### config.mk
export PLATFORM = sky130hd
export DESIGN_NAME = res_buffer_ctrl
export DESIGN_NICKNAME = d
export VERILOG_FILES = /design/src/rtl/res_buffer_ctrl.sv
export SDC_FILE = /design/constraint.sdc
export NUM_CORES = 1
export LEC_CHECK = 0
export ABC_CLOCK_PERIOD_IN_PS = 3300
export CORE_MARGIN = 3
export CORE_UTILIZATION = 45
export CTS_CLUSTER_SIZE = 10
export DETAILED_ROUTE_END_ITERATION = 6
export PLACE_DENSITY_LB_ADDON = 0.05
export REMOVE_ABC_BUFFERS = 1
export SKIP_LAST_GASP = 1
export SLEW_MARGIN = 20
export SYNTH_ARGS = -nofsm -noshare
export SYNTH_HDL_FRONTEND = slang
export SYNTH_SLANG_ARGS = --single-unit
### constraint.sdc
create_clock -name clk -period 3.3 [get_ports clk]
set_clock_uncertainty 0.1 [all_clocks]
set_input_delay 0.33 -clock clk [delete_from_list [all_inputs] [get_ports clk]]
set_output_delay 0.33 -clock clk [all_outputs]
set_load 0.05 [all_outputs]
### src/rtl/res_buffer_ctrl.sv
// res_buffer_ctrl: shares a single-port result buffer among NUM_REQ producers (FILL), then drains it in order.
// Define RES_CTRL_RR_EN for round-robin arbitration; otherwise the lowest requester index always wins.
module res_buffer_ctrl #(
    parameter int BIT_DEPTH  = 8,
    parameter int ADDR_WIDTH = 10,
    parameter int DEPTH      = 26,
    parameter int NUM_REQ    = 4
) (
    input  logic                         clk,
    input  logic                         rst,
    input  logic                         start,
    input  logic [NUM_REQ-1:0]           req_valid,
    input  logic [NUM_REQ*BIT_DEPTH-1:0] req_data,
    output logic [NUM_REQ-1:0]           req_ready,
    output logic [BIT_DEPTH-1:0]         buf_data_in,
    output logic [ADDR_WIDTH-1:0]        buf_wr_addr,
    output logic                         buf_wr_en,
    input  logic [BIT_DEPTH-1:0]         buf_data_out,
    output logic [BIT_DEPTH-1:0]         out_data,
    output logic                         out_valid,
    input  logic                         out_ready,
    output logic                         busy,
    output logic                         done
);
    localparam int IDX_W = (NUM_REQ > 1) ? $clog2(NUM_REQ) : 1;
    localparam logic [ADDR_WIDTH-1:0] LAST_ADDR = ADDR_WIDTH'(DEPTH - 1);

    typedef enum logic [1:0] {
        ST_IDLE  = 2'd0,
        ST_FILL  = 2'd1,
        ST_DRAIN = 2'd2
    } state_t;

    state_t                  state_r;
    logic [ADDR_WIDTH-1:0]   wr_ptr_r;
    logic [ADDR_WIDTH-1:0]   rd_ptr_r;
    logic                    done_r;
    logic [NUM_REQ-1:0]      grant_s;
    logic                    found_s;
    logic                    hit_s;
    logic [BIT_DEPTH-1:0]    sel_data_s;
`ifdef RES_CTRL_RR_EN
    localparam logic [IDX_W-1:0] LAST_IDX = IDX_W'(NUM_REQ - 1);
    logic [IDX_W-1:0]        prio_r;
    logic [IDX_W-1:0]        grant_idx_s;
    int                      cand_s;
`endif

    // One-hot arbitration among valid requesters; only exposed while filling
    always_comb begin
        grant_s    = '0;
        found_s    = 1'b0;
        hit_s      = 1'b0;
        sel_data_s = '0;
`ifdef RES_CTRL_RR_EN
        grant_idx_s = '0;
        cand_s      = 0;
        for (int k = 0; k < NUM_REQ; k++) begin
            cand_s = ((int'(prio_r) + k) >= NUM_REQ) ? (int'(prio_r) + k - NUM_REQ) : (int'(prio_r) + k);
            hit_s  = !found_s && req_valid[IDX_W'(cand_s)];
            grant_s[IDX_W'(cand_s)] = grant_s[IDX_W'(cand_s)] | hit_s;
            grant_idx_s = hit_s ? IDX_W'(cand_s) : grant_idx_s;
            found_s     = found_s | hit_s;
        end
`else
        for (int k = 0; k < NUM_REQ; k++) begin
            hit_s      = !found_s && req_valid[k];
            grant_s[k] = hit_s;
            found_s    = found_s | hit_s;
        end
`endif
        for (int k = 0; k < NUM_REQ; k++) begin
            sel_data_s = sel_data_s | ({BIT_DEPTH{grant_s[k]}} & req_data[k*BIT_DEPTH +: BIT_DEPTH]);
        end
    end

    // Output decode: everything is forced to zero in IDLE
    always_comb begin
        req_ready   = '0;
        buf_wr_en   = 1'b0;
        buf_data_in = '0;
        buf_wr_addr = '0;
        out_data    = '0;
        out_valid   = 1'b0;
        case (state_r)
            ST_FILL: begin
                req_ready   = grant_s;
                buf_wr_en   = |grant_s;
                buf_data_in = sel_data_s;
                buf_wr_addr = wr_ptr_r;
            end
            ST_DRAIN: begin
                buf_wr_addr = rd_ptr_r;
                out_data    = buf_data_out;
                out_valid   = 1'b1;
            end
            default: begin
                req_ready = '0;
            end
        endcase
        busy = (state_r != ST_IDLE);
        done = done_r;
    end

    // Frame sequencer: pointers, state, done pulse and arbitration priority
    always_ff @(posedge clk) begin
        if (rst) begin
            state_r  <= ST_IDLE;
            wr_ptr_r <= '0;
            rd_ptr_r <= '0;
            done_r   <= 1'b0;
`ifdef RES_CTRL_RR_EN
            prio_r   <= '0;
`endif
        end else begin
            done_r <= 1'b0;
            case (state_r)
                ST_IDLE: begin
                    if (start) begin
                        state_r  <= ST_FILL;
                        wr_ptr_r <= '0;
                        rd_ptr_r <= '0;
                    end
                end
                ST_FILL: begin
                    if (|grant_s) begin
`ifdef RES_CTRL_RR_EN
                        prio_r <= (grant_idx_s == LAST_IDX) ? '0 : (grant_idx_s + IDX_W'(1));
`endif
                        if (wr_ptr_r == LAST_ADDR) begin
                            state_r  <= ST_DRAIN;
                            rd_ptr_r <= '0;
                        end else begin
                            wr_ptr_r <= wr_ptr_r + ADDR_WIDTH'(1);
                        end
                    end
                end
                ST_DRAIN: begin
                    // out_valid is always high here, so out_ready alone marks a transfer
                    if (out_ready) begin
                        if (rd_ptr_r == LAST_ADDR) begin
                            state_r  <= ST_IDLE;
                            rd_ptr_r <= '0;
                            wr_ptr_r <= '0;
                            done_r   <= 1'b1;
                        end else begin
                            rd_ptr_r <= rd_ptr_r + ADDR_WIDTH'(1);
                        end
                    end
                end
                default: begin
                    state_r <= ST_IDLE;
                end
            endcase
        end
    end
endmodule

==> run summary, run 1 <==
Outcome: completed
Number of global-route vias before repair: 1,898
Worst setup EP type: primary output
Max Freq: 0.347 GHz
Final ANT Viol Nets: 0
Placed wire-length estimate: 4520 µm
Layout cells sized above 1: 8.92%
Startpoint types: register
# port buffers: 81
Pleak: 0.963 nW
# IOs: 82
Fin. Hold Viols: 0
Worst-margin pin slew: 0.674 ns
Pins Over Slew Limit: 0
Fill count: 298
GRT Residual Overflow: 0
Tightest Hold Check Type: reg2reg
Max clock buf depth: 2
EDFF count, synth: 0
CP Cell Sequence: inv_1, ha_1, nand2_1, a21boi_0, clkdlybuf4s50_1
Number of vias per cell: 5.83
RSZ-0062 raised after global routing: no
Routed WL: 5710 µm
Initial antenna violation count: 0
Clock-pin slew on the worst setup and hold paths: 0.08 ns
Initial core utilization: 47.8%
# diodes: 0
Ys async rst share: 0%
Die Ht: 69.3 µm
RePlAce Congestion: 0.878
Crit-path max FO: 22
Tmin final: 2.88 ns
CP bufs+invs: 2
Slew headroom: 55.1%
Post-CTS Hold Buffers: 0
CP arrival: 2.45 ns
Total track usage: 23.3%
CTS Buf Count: 3
Row count: 22
Setup bufs post-CTS: 0
First-pass GRT wire length: 9210 µm
CTS tree: yes
Cell variety after synth: 43
Synth-to-Final Area Change: 56.7%
Syn_area_per_cell: 7.77 µm²
Setup Total Neg Slack: 0 ns
1st-pass router iterations: 4
Max rail drop VDD: 270 µV
Core Footprint: 0.00377 mm²
Critical Path Max Stage Delay: 0.83 ns
Final Setup Violations: 0
Cell Area, Synth: 0.00180 mm²
Tcrit/Tclk final: 87.3%
Post-synthesis cell count: 232
Root Buffer: clkbuf_8
Drt drc: 0
Crit path kind: reg2out
Vias: 2,111
Later-pin clock latency in the skew report: 0.27 ns
Nets@finish: 372
WL/cell: 15.8 µm
# H-tree levels: 1
Post-synthesis sequential area ratio: 25.6%
Largest net degree at the start of global routing: 24
First DRT Iteration DRCs: 162
Die X-Extent: 69.3 µm
PwrDens: 504 mW/mm²
Synth Warn #: 0
Die ar.: 0.00480 mm²
Max-cap violations: 0
Critical Path RT: 2.87 ns
Crit-path slowest cell: clkdlybuf4s50_1
Primary FF master, synth: dfxtp_1
CP top delay family: buffers and inverters
#FFs+latches synth: 23
Power after layout: 1.42 mW
Post_cts resized: 0
TritonCTS Sinks: 23
[Yosys cell counts (2+ instances only)]
| master | count | share of area, % |
|---|---|---|
| a21boi_0 | 2 | 0.83 |
| a21oi_1 | 11 | 3.1 |
| a221oi_1 | 8 | 3.9 |
| a22oi_1 | 16 | 6.7 |
| a311oi_1 | 2 | 0.97 |
| a31oi_1 | 3 | 1.0 |
| and2_1 | 12 | 4.2 |
| and4_1 | 2 | 0.97 |
| clkbuf_1 | 9 | 1.9 |
| dfxtp_1 | 23 | 26 |
| ha_1 | 9 | 6.3 |
| inv_1 | 7 | 1.5 |
| mux2i_1 | 2 | 1.1 |
| nand2_1 | 17 | 3.5 |
| nand2b_1 | 3 | 1.0 |
| nand3_1 | 7 | 1.9 |
| nand3b_1 | 3 | 1.2 |
| nand4_1 | 5 | 1.7 |
| nor2_1 | 33 | 6.9 |
| nor2b_1 | 11 | 3.8 |
| nor3_1 | 5 | 1.4 |
| nor3_2 | 2 | 1.1 |
| nor4_1 | 4 | 1.4 |
| o21ai_0 | 4 | 1.1 |
| or3_1 | 4 | 1.4 |
| or4_1 | 4 | 1.7 |
| xnor2_1 | 4 | 1.9 |
| xor2_1 | 5 | 2.4 |
[logic make-up after synthesis]
| family | Yosys count | share of synthesized area [%] |
|---|---|---|
| and+or+nand+nor | 117 | 35.8 |
| AOI/OAI and AO/OA | 54 | 22.8 |
| DFF | 23 | 25.6 |
| buffers and inverters | 17 | 3.54 |
| xor gates and xnor gates | 9 | 4.37 |
| adders and majority gates | 9 | 6.25 |
| muxes | 3 | 1.74 |
[layer usage]
layer	GRT usage [%]	wire length [µm]	share of wire (%)
met5	0	0	0
met4	6.07	51	0.89
met3	5.07	524	9.2
met2	38.7	2680	47
met1	30.4	2450	43
[final timing paths]
check	from	to	slack (ns)	cells after the start
hold reg to reg	wr_ptr_r[3]	wr_ptr_r[3]	0.45	2
setup reg to reg	state_r[0]	rd_ptr_r[5]	0.77	7
setup / recovery	state_r[0]	buf_wr_addr[2]	0.42	5
hold / removal	wr_ptr_r[3]	wr_ptr_r[3]	0.45	2
[power by group]
group	internal, mW	leakage, nW	total [mW]	switching [mW]
clock network	0.0864	0.0228	0.178	0.0919
registers	0.296	0.186	0.325	0.0288
logic	0.371	0.755	0.920	0.549
total	0.753	0.963	1.42	0.670
[metrics by stage]
step / setup slack (ns) / cells / instance area [µm²] / hold WS (ns) / util, %
final: 0.421 / 362 / 2820 / 0.449 / 74.9
after global routing: 0.263 / 362 / 2820 / 0.504 / 74.9
after CTS: 0.423 / 362 / 2820 / 0.442 / 74.9
after detailed placement: 0.722 / 358 / 2780 / 0.431 / 73.7
after global placement: 0.773 / 358 / 2780 / 0.432 / 73.7
after floorplan: 0.466 / 222 / 1760 / 0.299 / -
[layout make-up]
cell class              count  area, µm²  share of cell area (%)
repair buffers             88        953                    33.8
clock buffers               4       45.0                    1.60
flip-flops and latches     23        460                    16.3
multi-input cells         192       1280                    45.3
well taps                  48       60.1                    2.13
inverters                   7       26.3                   0.931
[tightest hold or removal path, stage by stage (launching register included)]
cell and delay [ns]:
dfxtp_1 0.36, nand2_1 0.07, a31oi_1 0.06
[flip-flops by register name, indices dropped and copies added (netlist names)]
name / count
state_r: 2
wr_ptr_r: 10
rd_ptr_r: 10
done: 1
[layout by cell type (no fill, tap or decap), types with 8 or more instances in the layout]
| master | synthesis | routed |
|---|---|---|
| nor2_1 | 33 | 33 |
| nor2b_1 | 11 | 11 |
| a21oi_1 | 11 | 11 |
| a22oi_1 | 16 | 16 |
| a221oi_1 | 8 | 8 |
| clkdlybuf4s50_1 | 0 | 72 |
| ha_1 | 9 | 9 |
| dfxtp_1 | 23 | 23 |
| nand2_1 | 17 | 17 |
| buf_12 | 0 | 9 |
| and2_1 | 12 | 12 |
Note: power is estimated with default switching activity, not from simulation.
==> run 2, diff against run 1 <==
- PLACE_DENSITY: unset -> 0.86
- PLACE_DENSITY_LB_ADDON: 0.05 -> unset
==> run summary, run 2 (synthesis gave the netlist of run 1 again) <==
Setup crit end: buf_wr_addr[2] (unchanged)
R2R cell count: 7 (unchanged)
Switching Fraction: 46.7% (was 47.1%)
Root Buffer: clkbuf_8 (unchanged)
Max clock buf depth: 2 (unchanged)
Pins Over Slew Limit: 0 (unchanged)
Slew headroom: 56.7% (was 55.1%)
Worst setup EP type: primary output (unchanged)
Layout cells sized above 1: 8.65% (was 8.92%)
Critical Path RT: 2.87 ns (about the same)
Crit-path max FO: 16 (was 22)
CP top delay family: buffers and inverters (unchanged)
Nets@finish: 370 (was 372)
TritonCTS Sinks: 23 (unchanged)
Synth-to-Final Area Change: 55.9% (was 56.7%)
GRT Residual Overflow: 0 (unchanged)
Post_cts resized: 0 (unchanged)
Max-cap violations: 0 (unchanged)
CP bufs+invs: 2 (unchanged)
Startpoint types: register (unchanged)
Routed WL: 5710 µm (about the same)
CP Cell Sequence: inv_1, ha_1, nand2_1, a21boi_0, clkdlybuf4s50_1 (unchanged)
Die Ht: 69.3 µm (unchanged)
Switching power: 653 µW (was 670 µW)
Max Freq: 0.339 GHz (was 0.347 GHz)
Tmin final: 2.95 ns (was 2.88 ns)
# H-tree levels: 1 (unchanged)
Fill count: 294 (was 298)
Later-pin clock latency in the skew report: 0.26 ns (was 0.27 ns)
First-pass GRT wire length: 9620 µm (was 9210 µm)
Vias: 2,041 (was 2,111)
Number of vias per cell: 5.67 (was 5.83)
Tightest Hold Check Type: reg2reg (unchanged)
FF-to-FF End: wr_ptr_r[5] (was rd_ptr_r[5])
R2R setup slack: 0.63 ns (was 0.77 ns)
Commonest non-fill, non-tap cell in the layout: clkdlybuf4s50_1 (unchanged)
Clock Power Share: 12.5% (about the same)
Largest net degree at the start of global routing: 23 (was 24)
RePlAce Congestion: 0.857 (was 0.878)
Tcrit/Tclk final: 89.5% (was 87.3%)
Final Setup Violations: 0 (unchanged)
Max rail drop VDD: 360 µV (was 270 µV)
Critical Path Max Stage Delay: 0.84 ns (was 0.83 ns)
First DRT Iteration DRCs: 163 (was 162)
Initial antenna violation count: 0 (unchanged)
CTS Buf Count: 3 (unchanged)
1st-pass router iterations: 4 (unchanged)
Top Registers: rd_ptr_r x10, wr_ptr_r x10, state_r x2 (unchanged)
# IOs: 82 (unchanged)
# port buffers: 81 (unchanged)
CTS tree: yes (unchanged)
Crit-path slowest cell: clkdlybuf4s50_1 (unchanged)
Post-CTS Hold Buffers: 0 (unchanged)
Total track usage: 23.8% (was 23.3%)
Worst r2r src: state_r[0] (unchanged)
Placed wire-length estimate: 4470 µm (was 4520 µm)
RSZ-0062 raised after global routing: no (unchanged)
Fin util: 74.5% (was 74.9%)
Core Footprint: 0.00377 mm² (unchanged)
Crit path kind: reg2out (unchanged)
CP arrival: 2.52 ns (was 2.45 ns)
Outcome: completed (unchanged)
Final ANT Viol Nets: 0 (unchanged)
Fin. Hold Viols: 0 (unchanged)
Share of total power in combinational logic: 64.3% (was 64.6%)
Critical path depth in cells: 5 (unchanged)
Setup bufs post-CTS: 0 (unchanged)
Worst-margin pin slew: 0.650 ns (was 0.674 ns)
Number of global-route vias before repair: 1,966 (was 1,898)
WL/cell: 15.9 µm (was 15.8 µm)
# diodes: 0 (unchanged)
P_int: 746 µW (was 753 µW)
PwrDens: 498 mW/mm² (was 504 mW/mm²)
Die ar.: 0.00480 mm² (unchanged)
Die X-Extent: 69.3 µm (unchanged)
Setup Total Neg Slack: 0 ns (unchanged)
Initial core utilization: 47.8% (unchanged)
Row count: 22 (unchanged)
Pleak: 0.956 nW (was 0.963 nW)
Register share of total power: 23.2% (was 22.8%)
Drt drc: 0 (unchanged)
Commonest cells after routing, fill and taps aside: clkdlybuf4s50_1 (72), nor2_1 (33), dfxtp_1 (23) (unchanged)
Setup crit start: state_r[1] (was state_r[0])
Clock-pin slew on the worst setup and hold paths: 0.08 ns (about the same)
==> run 2: per-stage QoR <==
stage | total power, mW | hold slack, ns | setup WS [ns] | cells | area [µm²]
6_report | 1.40 | 0.454 | 0.347 | 360 | 2810
5_1_grt | 1.48 | 0.492 | 0.200 | 360 | 2810
4_1_cts | 1.40 | 0.455 | 0.326 | 360 | 2810
3_5_place_dp | 1.23 | 0.424 | 0.556 | 356 | 2760
3_3_place_gp | 1.22 | 0.408 | 0.603 | 356 | 2760
2_1_floorplan | 0.879 | 0.299 | 0.466 | 222 | 1760
==> run 2: power groups by stage <==
stage | clock (mW) | sequential [mW] | combinational, mW
after floorplan | 0 | 0.323 | 0.556
after global placement | 0 | 0.330 | 0.888
after detailed placement | 0 | 0.331 | 0.899
after CTS | 0.178 | 0.324 | 0.901
after global routing | 0.187 | 0.328 | 0.963
final | 0.175 | 0.324 | 0.899
==> run 2: per-layer routing <==
layer	wire length, µm	vias up	share of wire, %	GRT usage, %
met5	0	-	0	0
met4	14	0	0.25	2.39
met3	281	2	4.9	3.48
met2	3080	59	54	44.5
met1	2330	968	41	29.6
li1	-	1012	-	-
==> run 2: how the worst min path moves through the flow <==
stage | depth (start not counted) | to | start | slack, ns
finish | 2 | wr_ptr_r[1] | wr_ptr_r[1] | 0.45
global route | 2 | wr_ptr_r[4] | wr_ptr_r[4] | 0.49
CTS | 2 | wr_ptr_r[1] | wr_ptr_r[1] | 0.45
detailed placement | 2 | wr_ptr_r[3] | wr_ptr_r[3] | 0.42
global placement | 2 | wr_ptr_r[3] | wr_ptr_r[3] | 0.41
floorplan | 1 | rd_ptr_r[1] | rst | 0.30
==> run 2: final cells by class <==
type	count	area [µm²]	share of cell area [%]
tap	48	60.1	2.14
clock buffer	3	41.3	1.47
timing repair buffer	86	938	33.4
multi-input combinational	192	1280	45.5
clock inverter	1	5.00	0.178
inverter	7	26.3	0.935
sequential	23	460	16.4
==> run 2: worst register-to-register path: stages (launching register included) <==
cell and delay, ns:
dfxtp_1 0.39, inv_1 0.10, ha_1 0.43, nor2b_1 0.25, nor3_2 0.43, nand4_1 0.27
or4_1 0.45, a21oi_1 0.15
==> run 3, diff against run 2 <==
- CAP_MARGIN: unset -> 20
- CORE_MARGIN: 3 -> unset
==> run summary, run 3 (synthesis gave the netlist of run 1 again) <==
CP Cell Sequence: inv_1, ha_1, nand2_1, a21boi_0, clkdlybuf4s50_1 (unchanged)
Top Registers: rd_ptr_r x10, wr_ptr_r x10, state_r x2 (unchanged)
Row count: 22 (unchanged)
WL/cell: 16.3 µm (was 15.9 µm)
Hold wc startpoint: wr_ptr_r[3] (was wr_ptr_r[1])
Finished Cell Area: 0.00281 mm² (unchanged)
Placed inst area: 0.00276 mm² (unchanged)
Critical Path RT: 2.87 ns (about the same)
Max Freq: 0.334 GHz (was 0.339 GHz)
Power after layout: 1.42 mW (was 1.40 mW)
FF-to-FF End: rd_ptr_r[9] (was wr_ptr_r[5])
Die ar.: 0.00426 mm² (was 0.00480 mm²)
Layout cells sized above 1: 8.65% (unchanged)
PwrDens: 504 mW/mm² (was 498 mW/mm²)
Worst setup EP type: primary output (unchanged)
RePlAce Congestion: 0.942 (was 0.857)
Hold path cells: 2 (unchanged)
Commonest non-fill, non-tap cell in the layout: clkdlybuf4s50_1 (unchanged)
Slew headroom: 54.5% (was 56.7%)
Worst r2r src: state_r[0] (unchanged)
Fin util: 75.0% (was 74.5%)
R2R cell count: 7 (unchanged)
# diodes: 0 (unchanged)
# IOs: 82 (unchanged)
Area of the multi-input gates: 0.00128 mm² (unchanged)
Initial antenna violation count: 0 (unchanged)
CP bufs+invs: 2 (unchanged)
FF+latch area: 460 µm² (unchanged)
CTS tree: yes (unchanged)
Later-pin clock latency in the skew report: 0.27 ns (was 0.26 ns)
Root Buffer: clkbuf_8 (unchanged)
Final std cells w/o fill: 360 (unchanged)
Placed cells: 356 (unchanged)
Die X-Extent: 65.3 µm (was 69.3 µm)
Setup bufs post-CTS: 0 (unchanged)
# H-tree levels: 1 (unchanged)
Critical path depth in cells: 5 (unchanged)
Max-cap violations: 0 (unchanged)
Fin. Hold Viols: 0 (unchanged)
Nets@finish: 370 (unchanged)
Final Setup Violations: 0 (unchanged)
Pins Over Slew Limit: 0 (unchanged)
Crit-path slowest cell: clkdlybuf4s50_1 (unchanged)
Total track usage: 28.9% (was 23.8%)
Largest net degree at the start of global routing: 23 (unchanged)
# port buffers: 81 (unchanged)
Setup Total Neg Slack: 0 ns (unchanged)
TritonCTS Sinks: 23 (unchanged)
Die Ht: 65.3 µm (was 69.3 µm)
Startpoint types: register (unchanged)
Clock-pin slew on the worst setup and hold paths: 0.09 ns (was 0.08 ns)
Fill count: 303 (was 294)
Crit path kind: reg2out (unchanged)
Tmin final: 3.00 ns (was 2.95 ns)
Number of global-route vias before repair: 1,943 (was 1,966)
Outcome: completed (unchanged)
Number of vias per cell: 5.77 (was 5.67)
First-pass GRT wire length: 9760 µm (was 9620 µm)
Hold Path Sink: wr_ptr_r[3] (was wr_ptr_r[1])
Placed wire-length estimate: 4450 µm (was 4470 µm)
Commonest cells after routing, fill and taps aside: clkdlybuf4s50_1 (72), nor2_1 (33), dfxtp_1 (23) (unchanged)
Routed WL: 5850 µm (was 5710 µm)
Grt met3 use: 4.69% (was 3.48%)
Tcrit/Tclk final: 90.9% (was 89.5%)
Core Footprint: 0.00374 mm² (was 0.00377 mm²)
Pleak: 0.956 nW (unchanged)
Initial core utilization: 48.1% (was 47.8%)
Vias: 2,076 (was 2,041)
Gr busiest metal: met2 (unchanged)
Met1 layer usage reported by global route: 40.4% (was 29.6%)
Drt drc: 0 (unchanged)
Post_cts resized: 0 (unchanged)
Crit-path max FO: 17 (was 16)
Max rail drop VDD: 291 µV (was 360 µV)
Global-route track usage on met2: 47.4% (was 44.5%)
Worst-margin pin slew: 0.683 ns (was 0.650 ns)
CTS Buf Count: 3 (unchanged)
Critical Path Max Stage Delay: 0.83 ns (was 0.84 ns)
R2R setup slack: 0.60 ns (was 0.63 ns)
Tightest Hold Check Type: reg2reg (unchanged)
RSZ-0062 raised after global routing: no (unchanged)
GRT Residual Overflow: 0 (unchanged)
CP arrival: 2.57 ns (was 2.52 ns)
Max clock buf depth: 2 (unchanged)
Final ANT Viol Nets: 0 (unchanged)
Post-CTS Hold Buffers: 0 (unchanged)
1st-pass router iterations: 5 (was 4)
Synth-to-Final Area Change: 55.9% (unchanged)
CP top delay family: buffers and inverters (unchanged)
First DRT Iteration DRCs: 195 (was 163)
-- run 3: how the worst max path moves through the flow --
stage	from	slack, ns	end
floorplan	state_r[0]	0.47	buf_wr_addr[2]
global placement	req_valid[1]	0.62	buf_wr_en
detailed placement	req_valid[1]	0.56	wr_ptr_r[5]
CTS	state_r[1]	0.31	buf_wr_addr[2]
global route	state_r[1]	0.15	buf_wr_addr[2]
finish	state_r[1]	0.30	buf_wr_addr[3]
-- run 3: where the power goes --
part | switching, mW | internal [mW] | total [mW]
sequential | 0.0295 | 0.296 | 0.325
clock | 0.0949 | 0.0844 | 0.179
combinational | 0.545 | 0.367 | 0.912
total | 0.669 | 0.747 | 1.42
-- run 3: cell type report --
class / count / share of cell area (%)
Multi-Input combinational cell: 192 / 45.5
Clock buffer: 3 / 1.47
Inverter: 7 / 0.935
Sequential cell: 23 / 16.4
Tap cell: 48 / 2.14
Clock inverter: 1 / 0.178
Timing Repair Buffer: 86 / 33.4
-- run 3: per-layer routing --
layer,vias to the layer above,part of all wire [%]
li1,1016,-
met1,956,44
met2,98,48
met3,6,6.9
met4,0,0.82
met5,-,0
-- run 3: per-stage QoR --
| stage | hold slack (ns) | setup slack, ns |
|---|---|---|
| detailed placement | 0.413 | 0.560 |
| global placement | 0.408 | 0.615 |
| finish | 0.454 | 0.302 |
| CTS | 0.429 | 0.306 |
| floorplan | 0.299 | 0.466 |
| global route | 0.455 | 0.149 |
-- run 3: worst reg2reg max path, cell delays in order, from the launching register on --
cell and delay [ns]:
dfxtp_1 0.39, inv_1 0.10, ha_1 0.44, nor2b_1 0.26, nor3_2 0.46, nand2_1 0.31
o21bai_2 0.44, nor2_1 0.09
